`src/rtl/dmem_trace_pkg.sv`:
```
// rtl/dmem_trace_pkg.sv - shared wen patterns, entry field widths and layout helpers for the store tracer (TRACE_TIMESTAMP_EN adds the time field)
package dmem_trace_pkg;

  localparam logic [3:0] WEN_WORD    = 4'b1111;
  localparam logic [3:0] WEN_HALF_LO = 4'b0011;
  localparam logic [3:0] WEN_HALF_HI = 4'b1100;

  localparam int ADDR_W = 32;
  localparam int DATA_W = 32;
  localparam int WEN_W  = 4;
  localparam int TIME_W = 32;

  // Packed entry layout, MSB first: {bad_be, seq, wen, addr, data[, time]}
  function automatic int entry_width(input int seq_w);
`ifdef TRACE_TIMESTAMP_EN
    return 1 + seq_w + WEN_W + ADDR_W + DATA_W + TIME_W;
`else
    return 1 + seq_w + WEN_W + ADDR_W + DATA_W;
`endif
  endfunction

  // Word, aligned half-words, or a single byte lane matching the low address bits
  function automatic logic be_legal(input logic [3:0] wen, input logic [1:0] off);
    logic single_hot;
    single_hot = (wen == (4'b0001 << off));
    return ((wen == WEN_WORD)    && (off == 2'd0)) ||
           ((wen == WEN_HALF_LO) && (off == 2'd0)) ||
           ((wen == WEN_HALF_HI) && (off == 2'd2)) ||
           single_hot;
  endfunction

endpackage

```
`src/rtl/trace_sync_fifo.sv`:
```
// rtl/trace_sync_fifo.sv - generic show-ahead synchronous FIFO with wrap-bit pointers
module trace_sync_fifo #(
  parameter int WIDTH = 8,
  parameter int DEPTH = 8
) (
  input  logic                     clk,
  input  logic                     rst_n,
  input  logic                     clear,
  input  logic                     push,
  input  logic [WIDTH-1:0]         wr_data,
  input  logic                     pop,
  output logic [WIDTH-1:0]         rd_data,
  output logic                     full,
  output logic                     empty,
  output logic [$clog2(DEPTH):0]   level
);

  localparam int AW = $clog2(DEPTH);
  localparam logic [AW:0] PTR_ONE = {{AW{1'b0}}, 1'b1};

  logic [WIDTH-1:0] mem [DEPTH];
  logic [AW:0]      wr_ptr;
  logic [AW:0]      rd_ptr;
  logic             do_push;
  logic             do_pop;

  assign empty   = (wr_ptr == rd_ptr);
  assign full    = (wr_ptr[AW] != rd_ptr[AW]) && (wr_ptr[AW-1:0] == rd_ptr[AW-1:0]);
  assign level   = wr_ptr - rd_ptr;
  assign do_pop  = pop && !empty;
  assign do_push = push && (!full || do_pop);

  // Head is presented combinationally; an empty FIFO shows zeros rather than stale storage
  assign rd_data = empty ? '0 : mem[rd_ptr[AW-1:0]];

  // Pointer update; clear overrides any push or pop in the same cycle
  always_ff @(posedge clk or negedge rst_n) begin
    if (!rst_n) begin
      wr_ptr <= '0;
      rd_ptr <= '0;
    end else if (clear) begin
      wr_ptr <= '0;
      rd_ptr <= '0;
    end else begin
      if (do_push) wr_ptr <= wr_ptr + PTR_ONE;
      if (do_pop)  rd_ptr <= rd_ptr + PTR_ONE;
    end
  end

  // Storage write; cells need no reset because they are only visible while occupied
  always_ff @(posedge clk) begin
    if (do_push && !clear) mem[wr_ptr[AW-1:0]] <= wr_data;
  end

endmodule

```
`src/rtl/dmem_store_tracer.sv`:
```
// rtl/dmem_store_tracer.sv - snoops CPU stores in an address window into a trace FIFO (TRACE_TIMESTAMP_EN adds trace_time)
module dmem_store_tracer
  import dmem_trace_pkg::*;
#(
  parameter int          DEPTH     = 8,
  parameter logic [31:0] WIN_BASE  = 32'h0000_0100,
  parameter logic [31:0] WIN_BYTES = 32'h0000_0100,
  parameter int          SEQ_W     = 16,
  parameter int          CNT_W     = 16
) (
  input  logic                     clk,
  input  logic                     rst_n,
  input  logic [31:0]              d_mem_addr,
  input  logic [31:0]              d_mem_wdata,
  input  logic [3:0]               d_mem_wen,
  input  logic                     flush,
  output logic                     trace_valid,
  input  logic                     trace_ready,
  output logic [31:0]              trace_addr,
  output logic [31:0]              trace_data,
  output logic [3:0]               trace_wen,
  output logic [SEQ_W-1:0]         trace_seq,
  output logic                     trace_bad_be,
  output logic                     overflow,
  output logic [CNT_W-1:0]         drop_count,
  output logic [$clog2(DEPTH):0]   fifo_level
`ifdef TRACE_TIMESTAMP_EN
  ,
  output logic [TIME_W-1:0]        trace_time
`endif
);

  localparam int EW = entry_width(SEQ_W);

  logic [32:0]      win_off;
  logic             in_win;
  logic             bad_be;
  logic             push;
  logic             pop;
  logic             drop;
  logic             full;
  logic             empty;
  logic [SEQ_W-1:0] seq_cnt;
  logic [EW-1:0]    wr_entry;
  logic [EW-1:0]    rd_entry;

  // 33-bit offset so a window near the top of the address space cannot wrap
  assign win_off = {1'b0, d_mem_addr} - {1'b0, WIN_BASE};
  assign in_win  = (d_mem_wen != 4'b0000) && (d_mem_addr >= WIN_BASE) &&
                   (win_off < {1'b0, WIN_BYTES});
  assign bad_be  = !be_legal(d_mem_wen, d_mem_addr[1:0]);

  assign trace_valid = !empty;
  assign pop         = trace_valid && trace_ready;
  assign push        = in_win && !flush;
  assign drop        = push && full && !pop;

`ifdef TRACE_TIMESTAMP_EN
  logic [TIME_W-1:0] time_cnt;

  // Free-running cycle counter stamped into each entry at capture
  always_ff @(posedge clk or negedge rst_n) begin
    if (!rst_n) time_cnt <= '0;
    else        time_cnt <= time_cnt + TIME_W'(1);
  end

  assign wr_entry = {bad_be, seq_cnt, d_mem_wen, d_mem_addr, d_mem_wdata, time_cnt};
  assign {trace_bad_be, trace_seq, trace_wen, trace_addr, trace_data, trace_time} = rd_entry;
`else
  assign wr_entry = {bad_be, seq_cnt, d_mem_wen, d_mem_addr, d_mem_wdata};
  assign {trace_bad_be, trace_seq, trace_wen, trace_addr, trace_data} = rd_entry;
`endif

  // Every in-window store consumes a sequence number, even when dropped or flushed
  always_ff @(posedge clk or negedge rst_n) begin
    if (!rst_n)      seq_cnt <= '0;
    else if (in_win) seq_cnt <= seq_cnt + SEQ_W'(1);
  end

  // Sticky loss indication; survives flush, cleared only by reset
  always_ff @(posedge clk or negedge rst_n) begin
    if (!rst_n) begin
      overflow   <= 1'b0;
      drop_count <= '0;
    end else if (drop) begin
      overflow <= 1'b1;
      if (drop_count != {CNT_W{1'b1}}) drop_count <= drop_count + CNT_W'(1);
    end
  end

  trace_sync_fifo #(
    .WIDTH (EW),
    .DEPTH (DEPTH)
  ) u_fifo (
    .clk     (clk),
    .rst_n   (rst_n),
    .clear   (flush),
    .push    (push),
    .wr_data (wr_entry),
    .pop     (pop),
    .rd_data (rd_entry),
    .full    (full),
    .empty   (empty),
    .level   (fifo_level)
  );

endmodule
```
`config.mk`:
```
export PLATFORM = sky130hd
export DESIGN_NAME = dmem_store_tracer
export DESIGN_NICKNAME = d
export VERILOG_FILES = /design/src/rtl/dmem_trace_pkg.sv /design/src/rtl/trace_sync_fifo.sv /design/src/rtl/dmem_store_tracer.sv
export SDC_FILE = /design/constraint.sdc
export NUM_CORES = 1
export LEC_CHECK = 0
export ABC_AREA = 0
export BUFFER_PORTS_ARGS = -buffer_cell sky130_fd_sc_hd__buf_2
export CAP_MARGIN = 20
export CORE_AREA = 4 4 222 224
export CTS_CLUSTER_SIZE = 14
export DETAILED_ROUTE_END_ITERATION = 6
export DIE_AREA = 0 0 226 228
export PLACE_DENSITY = 0.78
export SLEW_MARGIN = 20
export SYNTH_ARGS = -nofsm -noshare
export SYNTH_HDL_FRONTEND = slang
export SYNTH_HIERARCHICAL = 1
export SYNTH_SLANG_ARGS = --single-unit
export TNS_END_PERCENT = 10
```
`constraint.sdc`:
```
create_clock -name clk -period 11.55 [get_ports clk]
set_input_delay 2.31 -clock clk [delete_from_list [all_inputs] [get_ports clk]]
set_output_delay 2.31 -clock clk [all_outputs]
set_load 0.02 [all_outputs]
```
==> impl_summary.log <==
[metrics] Synth-to-Final Area Change: 13.20%
[metrics] total iterations of the first detailed-routing run: 6
[metrics] vias in the first global route: around 14k
[metrics] power density cells: approximately 160 nW/µm²
[metrics] outcome: completed
[metrics] number of nets in the finished design: ~1.6k
[metrics] number of library cell types mapped by synthesis: 63
[metrics] total number of vias: around 14k
[metrics] maximum single-stage delay on the critical path: about 930 ps
[metrics] 1st-iter DRT viols: ~1.3k
[metrics] Post-CTS Setup Repair Bufs: 0
[metrics] Core ar.: 47350 µm²
[metrics] min Tclk post-route: 6860 ps
[metrics] number of max-capacitance violations reported: 0
[metrics] CP Class: primary input to flip-flop
[metrics] Clock Root Buffer: sky130_fd_sc_hd__clkbuf_16
[metrics] CTS H-tree lvls: 3
[metrics] fraction of final layout cells sized beyond drive strength 1: 31.89%
[metrics] Die Y: 228 µm
[metrics] global route total overflow: 0
[metrics] number of buffer cells added on primary ports: 178
[metrics] WL per Instance: ~27 µm
[metrics] Final Setup Violations: 0
[metrics] sequence of cells on the critical path: buf_2, inv_1, ha_1, nor4b_2, nand4b_1, a21oi_1, o2111ai_1, nor3_1, nor3b_1, nand2_1, nor2_4, buf_4
[metrics] pin count of the biggest net entering global routing: 100
[metrics] quantity of hold-fixing buffers added after cts: 0
[metrics] Hold/Removal Path Class: flip-flop to flip-flop
[metrics] area of placed instances: about 30000 µm²
[metrics] cell family with the largest share of critical-path delay: simple AND/OR/NAND/NOR gates
[metrics] commonest cells after routing, fill and taps aside: sky130_fd_sc_hd__edfxtp_1, sky130_fd_sc_hd__buf_2, sky130_fd_sc_hd__mux4_2, sky130_fd_sc_hd__a22o_1, sky130_fd_sc_hd__clkbuf_16
[metrics] flip-flop cell with the highest count after synthesis: sky130_fd_sc_hd__edfxtp_1
[metrics] setup slack after placement: slightly above 4000 ps
[metrics] unrepaired setup endpoints after global routing: false
[metrics] boundary pin count: ~180
[metrics] count of flip-flops with a built-in enable after synthesis: 680
[metrics] die area: 51530 µm²
[metrics] Post-Syn Instances: ~1.3k
[metrics] Sum Neg Setup Slack: 0 ps
[metrics] initial antenna violation count: 4
[metrics] Critical path buffers and inverters: 3
[metrics] post-detailed-route via-to-cell ratio: roughly 6.4
[metrics] final setup slack of the worst path: around 4700 ps
[metrics] maximum count of clock buffers along a single path: 3
[metrics] DRT antenna net count: 0
[metrics] startpoint type of the worst setup path: primary input
[metrics] period utilization: between 50% and 60%
[metrics] CTS tree: done
[metrics] leak pwr: 0.01076 µW
[metrics] synthesized cell area: about 28000 µm²
[metrics] CTS Sinks: 721
[metrics] row count: 80
[metrics] transition time at the pin with the least slew margin: approximately 1100 ps
[metrics] crit path max fanout: 60
[metrics] Yosys warning total: 6
[metrics] post-synthesis sequential area ratio: 76.10%
[metrics] Mapped Avg Cell Area: around 22 µm²
[metrics] count of endpoints failing hold in the final timing report: 0
[metrics] relative slew slack: roughly a quarter
[metrics] width of the die: 226 µm
[metrics] number of pins with negative max-slew slack in the final report: 0
[metrics] data arrival time of the critical path: roughly 7000 ps
[metrics] Worst Setup End Kind: flip-flop
[metrics] maximum vdd drop: 149.6 µV
[metrics] effective utilization at floorplan: 59.52%
[metrics] number of buffers added by the clock tree synthesis step: 70
[metrics] #FFs+latches synth: 721
[metrics] Fin Hold WS: between 400 and 500 ps
[metrics] PostCTS Resize Cnt: 0
[metrics] global routing usage summed across all routing layers: 23.20%
[metrics] syn nets: approximately 1.4k
[metrics] Diodes inserted: 0
[metrics] Final HPWL DP: 31950 µm
[metrics] clock input transition at the sequential cells of the worst setup and hold paths: 60 ps
[metrics] number of remaining DRC errors: 0
[metrics] fraction of the core area covered by cells at the end of the flow: about two thirds
[metrics] Slowest-stage cell, CP: sky130_fd_sc_hd__buf_4
[metrics] final weighted congestion of routability-driven global placement: 0.7849
[metrics] detailed-route wire length: a little under 60000 µm
[metrics] global-route wire length before repair: 89910 µm
[metrics] clock network latency to the later pin of the worst-skew pair: 600 ps
[metrics] most common cell after layout, fill and taps aside: sky130_fd_sc_hd__edfxtp_1
[metrics] highest clock frequency the design can meet: between 100 and 150 MHz
[metrics] Async S/R FF share, synth: under 10%
[metrics] worst endpoint required time: roughly 12000 ps
[metrics] post-route cell area: 31900 µm²
[metrics] Layout Skew: ~30 ps
## sequential cells by signal, indices dropped and copies added, names as in the netlist
register	flops
u_fifo/wr_ptr	4
u_fifo/rd_ptr	4
drop_count	16
seq_cnt	16
u_fifo/mem	680
overflow	1
## logic make-up (layout without fill, tap and decap cells)
kind of cell,Yosys count,after routing,synth area share [%]
flip-flops,721,721,76.10
multiplexers,175,175,13.83
AND/OR/NAND/NOR,148,148,3.161
AO/OA/AOI/OAI,117,117,3.463
buffers and inverters,74,339,1.705
XOR/XNOR,39,39,1.265
adder cells (fa/ha/maj),10,10,0.4707
## area by class of cell
type | count | area [µm²]
inverters | 14 | 52.55
clock inverters | 32 | 281.5
well taps | 615 | 769.5
fillers | 2914 | 15440
repair buffers | 198 | 1086
clock buffers | 95 | 1949
multi-input cells | 489 | 6309
flip-flops and latches | 721 | 21450
## power by group
part | switching, µW | leakage, µW | internal, µW
Combinational | 42.4 | 0.00276 | 13.9
Sequential | 0.0000866 | 0.00691 | 2850
Clock | 924 | 0.00109 | 1280
Total | 967 | 0.0108 | 4140
## stage by stage
stage          std cells  power [µW]
2_1_floorplan       1284        2914
3_3_place_gp        2035        2956
3_5_place_dp        2035        2960
4_1_cts             2162        5144
5_1_grt             2164        5276
6_report            2164        5107
## final timing paths
check	startpoint	end	slack (ps)	depth (start not counted)
worst min register to register	overflow$_DFFE_PN0P_	overflow$_DFFE_PN0P_	470	1
worst max-delay path	d_mem_addr[9]	u_fifo/mem[2][47]$_DFFE_PP_	4690	12
min in group asynchronous	rst_n	drop_count[8]$_DFFE_PN0P_	1610	1
max in group asynchronous	rst_n	u_fifo/rd_ptr[0]$_DFFE_PN0P_	9410	2
worst min-delay path	overflow$_DFFE_PN0P_	overflow$_DFFE_PN0P_	470	1
worst max register to register	u_fifo/rd_ptr[0]$_DFFE_PN0P_	u_fifo/mem[6][7]$_DFFE_PP_	6520	8
## cells in the mapped netlist (4+ instances only)
cell type	count	area, µm²
sky130_fd_sc_hd__edfxtp_1	680	20420
sky130_fd_sc_hd__and3_1	4	25.02
sky130_fd_sc_hd__clkbuf_1	16	60.06
sky130_fd_sc_hd__nor3_1	12	60.06
sky130_fd_sc_hd__mux4_1	4	105.1
sky130_fd_sc_hd__mux4_2	166	3739
sky130_fd_sc_hd__inv_1	14	52.55
sky130_fd_sc_hd__nand4_1	9	56.30
sky130_fd_sc_hd__nand2_1	23	86.33
sky130_fd_sc_hd__nor4_1	6	37.54
sky130_fd_sc_hd__a21oi_1	5	25.02
sky130_fd_sc_hd__buf_2	18	90.09
sky130_fd_sc_hd__dfrtp_1	41	1026
sky130_fd_sc_hd__xor2_1	18	157.7
sky130_fd_sc_hd__xnor2_1	19	166.4
sky130_fd_sc_hd__nor2b_1	4	25.02
sky130_fd_sc_hd__a22o_1	85	744.5
sky130_fd_sc_hd__ha_1	9	112.6
sky130_fd_sc_hd__or3_1	6	37.54
sky130_fd_sc_hd__nand4b_1	6	52.55
sky130_fd_sc_hd__nor2_1	31	116.4
sky130_fd_sc_hd__buf_6	24	270.3
sky130_fd_sc_hd__nand3_1	15	75.07
sky130_fd_sc_hd__o21ai_0	10	50.05
## per-layer routing
metal,GRT usage (%),part of all wire [%],vias to the layer above
li1,-,-,5843
met1,32.96,39,7249
met2,37.66,51,567
met3,4.063,7.3,97
met4,7.217,2.4,4
met5,0,0.044,-
## worst reg2reg max path, delay by kind of cell (launching register included)
kind / cells / cell delay [ps]
and+or+nand+nor: 6 / 2320
DFF: 1 / 1020
buffers and inverters: 1 / 860
adders and majority gates: 1 / 410
Note: power is estimated with default switching activity, not from simulation.
